## src/rtl/syscon_seq.sv

```systemverilog
// Clock/reset sequencer: waits for a stable lock, releases reset domains one by one,
// and handles lock loss, masked software reset pulses and a sticky reset-cause register.
module syscon_seq #(
  parameter int NUM_DOMAINS     = 4,
  parameter int HOLD_CYCLES     = 16,
  parameter int STAGGER_CYCLES  = 8,
  parameter int SW_PULSE_CYCLES = 4
) (
  input  logic                   clk,
  input  logic                   rst,
  input  logic                   locked,
  input  logic                   sw_rst_req,
  input  logic [NUM_DOMAINS-1:0] sw_rst_mask,
  output logic [NUM_DOMAINS-1:0] wb_rst,
  output logic                   ready,
  output logic [1:0]             rst_cause
);

  localparam int HW = (HOLD_CYCLES     > 1) ? $clog2(HOLD_CYCLES)     : 1;
  localparam int SW = (STAGGER_CYCLES  > 1) ? $clog2(STAGGER_CYCLES)  : 1;
  localparam int PW = (SW_PULSE_CYCLES > 1) ? $clog2(SW_PULSE_CYCLES) : 1;
  localparam int IW = (NUM_DOMAINS     > 1) ? $clog2(NUM_DOMAINS)     : 1;

  localparam logic [HW-1:0] HOLD_LAST  = HW'(HOLD_CYCLES - 1);
  localparam logic [SW-1:0] STG_LAST   = SW'(STAGGER_CYCLES - 1);
  localparam logic [PW-1:0] PULSE_LAST = PW'(SW_PULSE_CYCLES - 1);
  localparam logic [IW-1:0] IDX_LAST   = IW'(NUM_DOMAINS - 1);
  localparam logic [NUM_DOMAINS-1:0] ONE      = NUM_DOMAINS'(1);
  localparam logic [NUM_DOMAINS-1:0] ALL_ONES = '1;

  typedef enum logic [2:0] {
    S_WAIT_LOCK,
    S_HOLD,
    S_RELEASE,
    S_RUN,
    S_SW_RST
  } state_t;

  typedef enum logic [1:0] {
    CAUSE_NONE = 2'd0,
    CAUSE_EXT  = 2'd1,
    CAUSE_LOCK = 2'd2,
    CAUSE_SW   = 2'd3
  } cause_t;

  state_t                 state_q, state_d;
  cause_t                 cause_q, cause_d;
  logic [NUM_DOMAINS-1:0] rst_q, rst_d;
  logic [NUM_DOMAINS-1:0] mask_q, mask_d;
  logic                   ready_q, ready_d;
  logic [HW-1:0]          hold_cnt_q, hold_cnt_d;
  logic [SW-1:0]          stg_cnt_q, stg_cnt_d;
  logic [PW-1:0]          sw_cnt_q, sw_cnt_d;
  logic [IW-1:0]          idx_q, idx_d;

  // Lock loss must reach every domain without waiting for an edge.
  assign wb_rst    = rst_q | {NUM_DOMAINS{~locked}};
  assign ready     = ready_q;
  assign rst_cause = cause_q;

  // NOTE: sequential state uses non-blocking assignments so every register
  // samples the pre-edge values regardless of statement order.
  always_ff @(posedge clk) begin
    if (rst) begin
      state_q    <= S_WAIT_LOCK;
      cause_q    <= CAUSE_EXT;
      rst_q      <= ALL_ONES;
      mask_q     <= '0;
      ready_q    <= 1'b0;
      hold_cnt_q <= '0;
      stg_cnt_q  <= '0;
      sw_cnt_q   <= '0;
      idx_q      <= '0;
    end else begin
      state_q    <= state_d;
      cause_q    <= cause_d;
      rst_q      <= rst_d;
      mask_q     <= mask_d;
      ready_q    <= ready_d;
      hold_cnt_q <= hold_cnt_d;
      stg_cnt_q  <= stg_cnt_d;
      sw_cnt_q   <= sw_cnt_d;
      idx_q      <= idx_d;
    end
  end

  always_comb begin
    // NOTE: every output of this block gets a default first, so no path
    // through the case statement can infer a latch.
    state_d    = state_q;
    cause_d    = cause_q;
    rst_d      = rst_q;
    mask_d     = mask_q;
    ready_d    = ready_q;
    hold_cnt_d = hold_cnt_q;
    stg_cnt_d  = stg_cnt_q;
    sw_cnt_d   = sw_cnt_q;
    idx_d      = idx_q;

    if (!locked && (state_q == S_RELEASE || state_q == S_RUN || state_q == S_SW_RST)) begin
      // Lock lost after release began: restart the whole sequence.
      state_d   = S_WAIT_LOCK;
      cause_d   = CAUSE_LOCK;
      rst_d     = ALL_ONES;
      ready_d   = 1'b0;
      stg_cnt_d = '0;
      sw_cnt_d  = '0;
      idx_d     = '0;
    end else begin
      unique case (state_q)
        S_WAIT_LOCK: begin
          if (locked) begin
            state_d    = S_HOLD;
            hold_cnt_d = '0;
          end
        end

        S_HOLD: begin
          if (!locked) begin
            state_d    = S_WAIT_LOCK;
            hold_cnt_d = '0;
          end else if (hold_cnt_q == HOLD_LAST) begin
            hold_cnt_d = '0;
            rst_d      = rst_q & ~ONE;
            if (NUM_DOMAINS == 1) begin
              state_d = S_RUN;
              ready_d = 1'b1;
            end else begin
              state_d   = S_RELEASE;
              idx_d     = IW'(1);
              stg_cnt_d = '0;
            end
          end else begin
            hold_cnt_d = hold_cnt_q + 1'b1;
          end
        end

        S_RELEASE: begin
          if (stg_cnt_q == STG_LAST) begin
            stg_cnt_d = '0;
            rst_d     = rst_q & ~(ONE << idx_q);
            if (idx_q == IDX_LAST) begin
              state_d = S_RUN;
              ready_d = 1'b1;
              idx_d   = '0;
            end else begin
              idx_d = idx_q + 1'b1;
            end
          end else begin
            stg_cnt_d = stg_cnt_q + 1'b1;
          end
        end

        S_RUN: begin
          // An all-zero mask would produce an empty pulse, so it is dropped.
          if (sw_rst_req && (|sw_rst_mask)) begin
            state_d  = S_SW_RST;
            cause_d  = CAUSE_SW;
            rst_d    = rst_q | sw_rst_mask;
            mask_d   = sw_rst_mask;
            sw_cnt_d = '0;
            ready_d  = 1'b0;
          end
        end

        S_SW_RST: begin
          if (sw_cnt_q == PULSE_LAST) begin
            state_d  = S_RUN;
            rst_d    = rst_q & ~mask_q;
            ready_d  = 1'b1;
            sw_cnt_d = '0;
          end else begin
            sw_cnt_d = sw_cnt_q + 1'b1;
          end
        end

        default: begin
          state_d = S_WAIT_LOCK;
          rst_d   = ALL_ONES;
          ready_d = 1'b0;
        end
      endcase
    end
  end

endmodule

```

## config.mk

```make
export PLATFORM = sky130hd
export DESIGN_NAME = syscon_seq
export DESIGN_NICKNAME = d
export VERILOG_FILES = /design/src/rtl/syscon_seq.sv
export SDC_FILE = /design/constraint.sdc
export NUM_CORES = 1
export LEC_CHECK = 0
export CAP_MARGIN = 25
export CORE_MARGIN = 2
export CORE_UTILIZATION = 55
export DETAILED_ROUTE_END_ITERATION = 12
export PLACE_DENSITY_LB_ADDON = 0.25
export SLEW_MARGIN = 20
export SYNTH_ARGS = -nofsm -noshare
export SYNTH_HDL_FRONTEND = slang
export SYNTH_SLANG_ARGS = --single-unit
```

## constraint.sdc

```tcl
create_clock -name clk -period 2.3 [get_ports clk]
set_clock_uncertainty 0.2 [all_clocks]
set_input_delay 0.575 -clock clk [delete_from_list [all_inputs] [get_ports clk]]
set_output_delay 0.575 -clock clk [all_outputs]
set_load 0.01 [all_outputs]
```

==> reports/results.ini <==
[finish]
area_delta_synth_final_pct = 15.9
drive_gt1_frac = 0.165
diodes = 0
layout.nets = 229
fin_util = 0.673
layoutNonFillerInstCount = 243

[setup_path]
worstPathMaxFanout = 5
ff2ff_path_depth = 5
rrSetupSlack_ps = 180
r2r_end = rst_q[0]$_SDFFE_PP1P_
critical_path.startpoint_type = primary input
cpPeakStageDelay_ps = 530
crit_buf_inv = 2
crit_slowest_cell = clkdlybuf4s50_1
required_ps = 1520
crit_family = buffers and inverters
crit_end = wb_rst[0]
cp.arrival_ps = 1460
path_cells = clkdlybuf4s15_2 -> nand2b_1 -> clkdlybuf4s50_1
worstSetupStartpoint = locked
cp.depth = 3
timing.rr.start = state_q[0]$_SDFFE_PP0P_
crit_path_end_kind = primary output
critPathKind = in2out

[clocking]
htree_levels = 1
root_buffer = clkbuf_4
hold_buffers = 0
clkSlewWorstSetupHoldPaths_ps = 140
clk_path_buf_depth = 2
cts_buffers = 3
clkLatencyLatePin_ps = 330
cts_setup_buffers = 0
tritoncts = done
clock_sinks = 25

[synth]
synth-main-ff-cell = dfxtp_1
yosysSeqAreaShare = 0.310
yosysTopAreaCellShare = 0.310
netlist_top_cells_area = dfxtp_1, ha_1, a21oi_1
avgSynthCellArea_sq_um = 8.49
syn_nets = 206
ys_ff_latch = 25
netlist_area_sq_um = 1610
yosysWarnings = 0
synth_cells = 190
synth_top_area_cell = dfxtp_1
synth_edf_count = 0
async_flop_share = 0
yosys.cell_types.count = 49

[timing]
whs_ps = 302
post-route-period-util = 0.970
maxSlewViolCount = 0
period_needed_ps = 2230
finalHoldViolCount = 0
setup_violations = 0
slew_headroom = 0.673
timing.fmax_ghz = 0.448
rsz0062_at_grt = false
tightest_slew_ps = 489
fin_setup_tns_ps = 0

[power_and_ir_drop]
p_leak_nw = 0.727
powerDensity_nw_per_um2 = 817
ir_worst_vdd_uv = 605
finalPower_mw = 1.53

[die]
die_w_microns = 58.2
dieArea_sq_um = 3380
ios = 15
coreArea_sq_um = 2780
rows = 19
start_util = 0.580
die_h_microns = 58.2

[placement]
dp.final_hpwl_microns = 2930
portBuffers = 14
place.gp.congestion = 0.811
place_inst = 239

[global_route]
grt_max_degree = 20
antenna_found_initial = 0
grtUsageTotal = 0.250
grt_pass1_vias = 1485
overflow = 0
grt_pass1_wl_microns = 6600

[run]
maxCapViolations = 0

[routing]
wirelength_microns = 3860
drtPass1Iterations = 4
drc_errors = 0
viasPerCell = 6.40
antenna_left = 0
wl_met3_microns = 182
highest_layer = met4
vias = 1555
dr.first_iter.drc_count = 78
wl_per_cell_microns = 15.9
routed-wl-met2_microns = 1880
wl_met1_microns = 1710

[worst_hold_path]
holdCritStartpoint = ready$_SDFFE_PP0P_
hp-class = reg2reg

[run_status]
status = completed

==> flip-flops by register name, summed over array words and instances, names as in the netlist <==
register	flops
sw_cnt_q	2
state_q	3
mask_q	4
idx_q	2
rst_cause	2
ready	1
rst_q	4
hold_cnt_q	4
stg_cnt_q	3
==> timing repair <==
action | in CTS | in global routing
cloned | 0 | 0
pin swaps | 0 | 2
setup endpoints to repair | 4 | 9
gates resized for setup | 4 | 2
==> synth_stat cells, drive strengths merged, types with 4 or more instances <==
cell and instances:
dfxtp 25, a21oi 19, buf 12, nand2b 12, nor2 12, o21ai 11
ha 8, nand3 7, nand2 6, a21o 5, mux2i 5, nor3 5
o21a 5, a211o 4, a211oi 4, clkbuf 4, inv 4
==> worst register-to-register path, cell delays in order (launching register included) <==
cell and delay [ps]:
dfxtp_1 630, buf_4 290, inv_1 170, or3_1 410, o311ai_0 150, mux2i_1 220
==> placed cells by master (no fill, tap or decap), types with 6 or more instances in the layout <==
cell type        synthesis  final
nand3_1                  7      7
a21oi_1                 18     18
dfxtp_1                 25     24
ha_1                     8      8
buf_4                    4     19
nand2b_1                12     12
o21ai_0                 11     11
clkdlybuf4s50_1          0     12
nor2_1                  12     12
nand2_1                  6      6
==> stage by stage <==
step / cell area [sq um] / setup slack [ps]
after detailed placement: 1840 / -285
final: 1870 / 69.7
after floorplan: 1610 / 213
after CTS: 1870 / 75.7
after global routing: 1870 / 9.83
after global placement: 1840 / -246
==> final cells by class <==
cell class / count / area (sq um)
Sequential cell: 25 / 502
Fill cell: 234 / 911
Clock buffer: 4 / 26.3
Inverter: 4 / 15.0
Tap cell: 31 / 38.8
Timing Repair Buffer: 34 / 294
Multi-Input combinational cell: 145 / 995
==> power breakdown <==
| group | internal, mW | switching (mW) | leakage [nW] |
|---|---|---|---|
| Sequential | 0.491 | 0.0923 | 0.203 |
| Combinational | 0.340 | 0.398 | 0.510 |
| Clock | 0.0681 | 0.139 | 0.0150 |
| Total | 0.899 | 0.630 | 0.727 |
==> logic make-up after synthesis <==
| family | after synthesis | synth area share |
|---|---|---|
| AND/OR/NAND/NOR | 60 | 0.203 |
| XOR/XNOR | 1 | 0.00543 |
| flip-flops | 25 | 0.310 |
| multiplexers | 5 | 0.0310 |
| buffers and inverters | 20 | 0.0736 |
| AO/OA/AOI/OAI | 71 | 0.315 |
| adder cells (fa/ha/maj) | 8 | 0.0620 |
==> how the worst min path moves through the flow <==
stage               slack, ps                   endpoint  depth (start not counted)
floorplan                 250      rst_q[2]$_SDFFE_PP1P_                          1
global placement          260  stg_cnt_q[1]$_SDFFE_PP0P_                          2
detailed placement        280      rst_q[2]$_SDFFE_PP1P_                          1
CTS                       300         ready$_SDFFE_PP0P_                          2
global route              320         ready$_SDFFE_PP0P_                          2
finish                    300         ready$_SDFFE_PP0P_                          2
==> metal layers <==
metal / global-route usage / up-vias
met4: 0.103 / 0
met5: 0 / -
met1: 0.310 / 745
met3: 0.0313 / 9
li1: - / 755
met2: 0.435 / 46
Power figures use the tool's default switching activity.
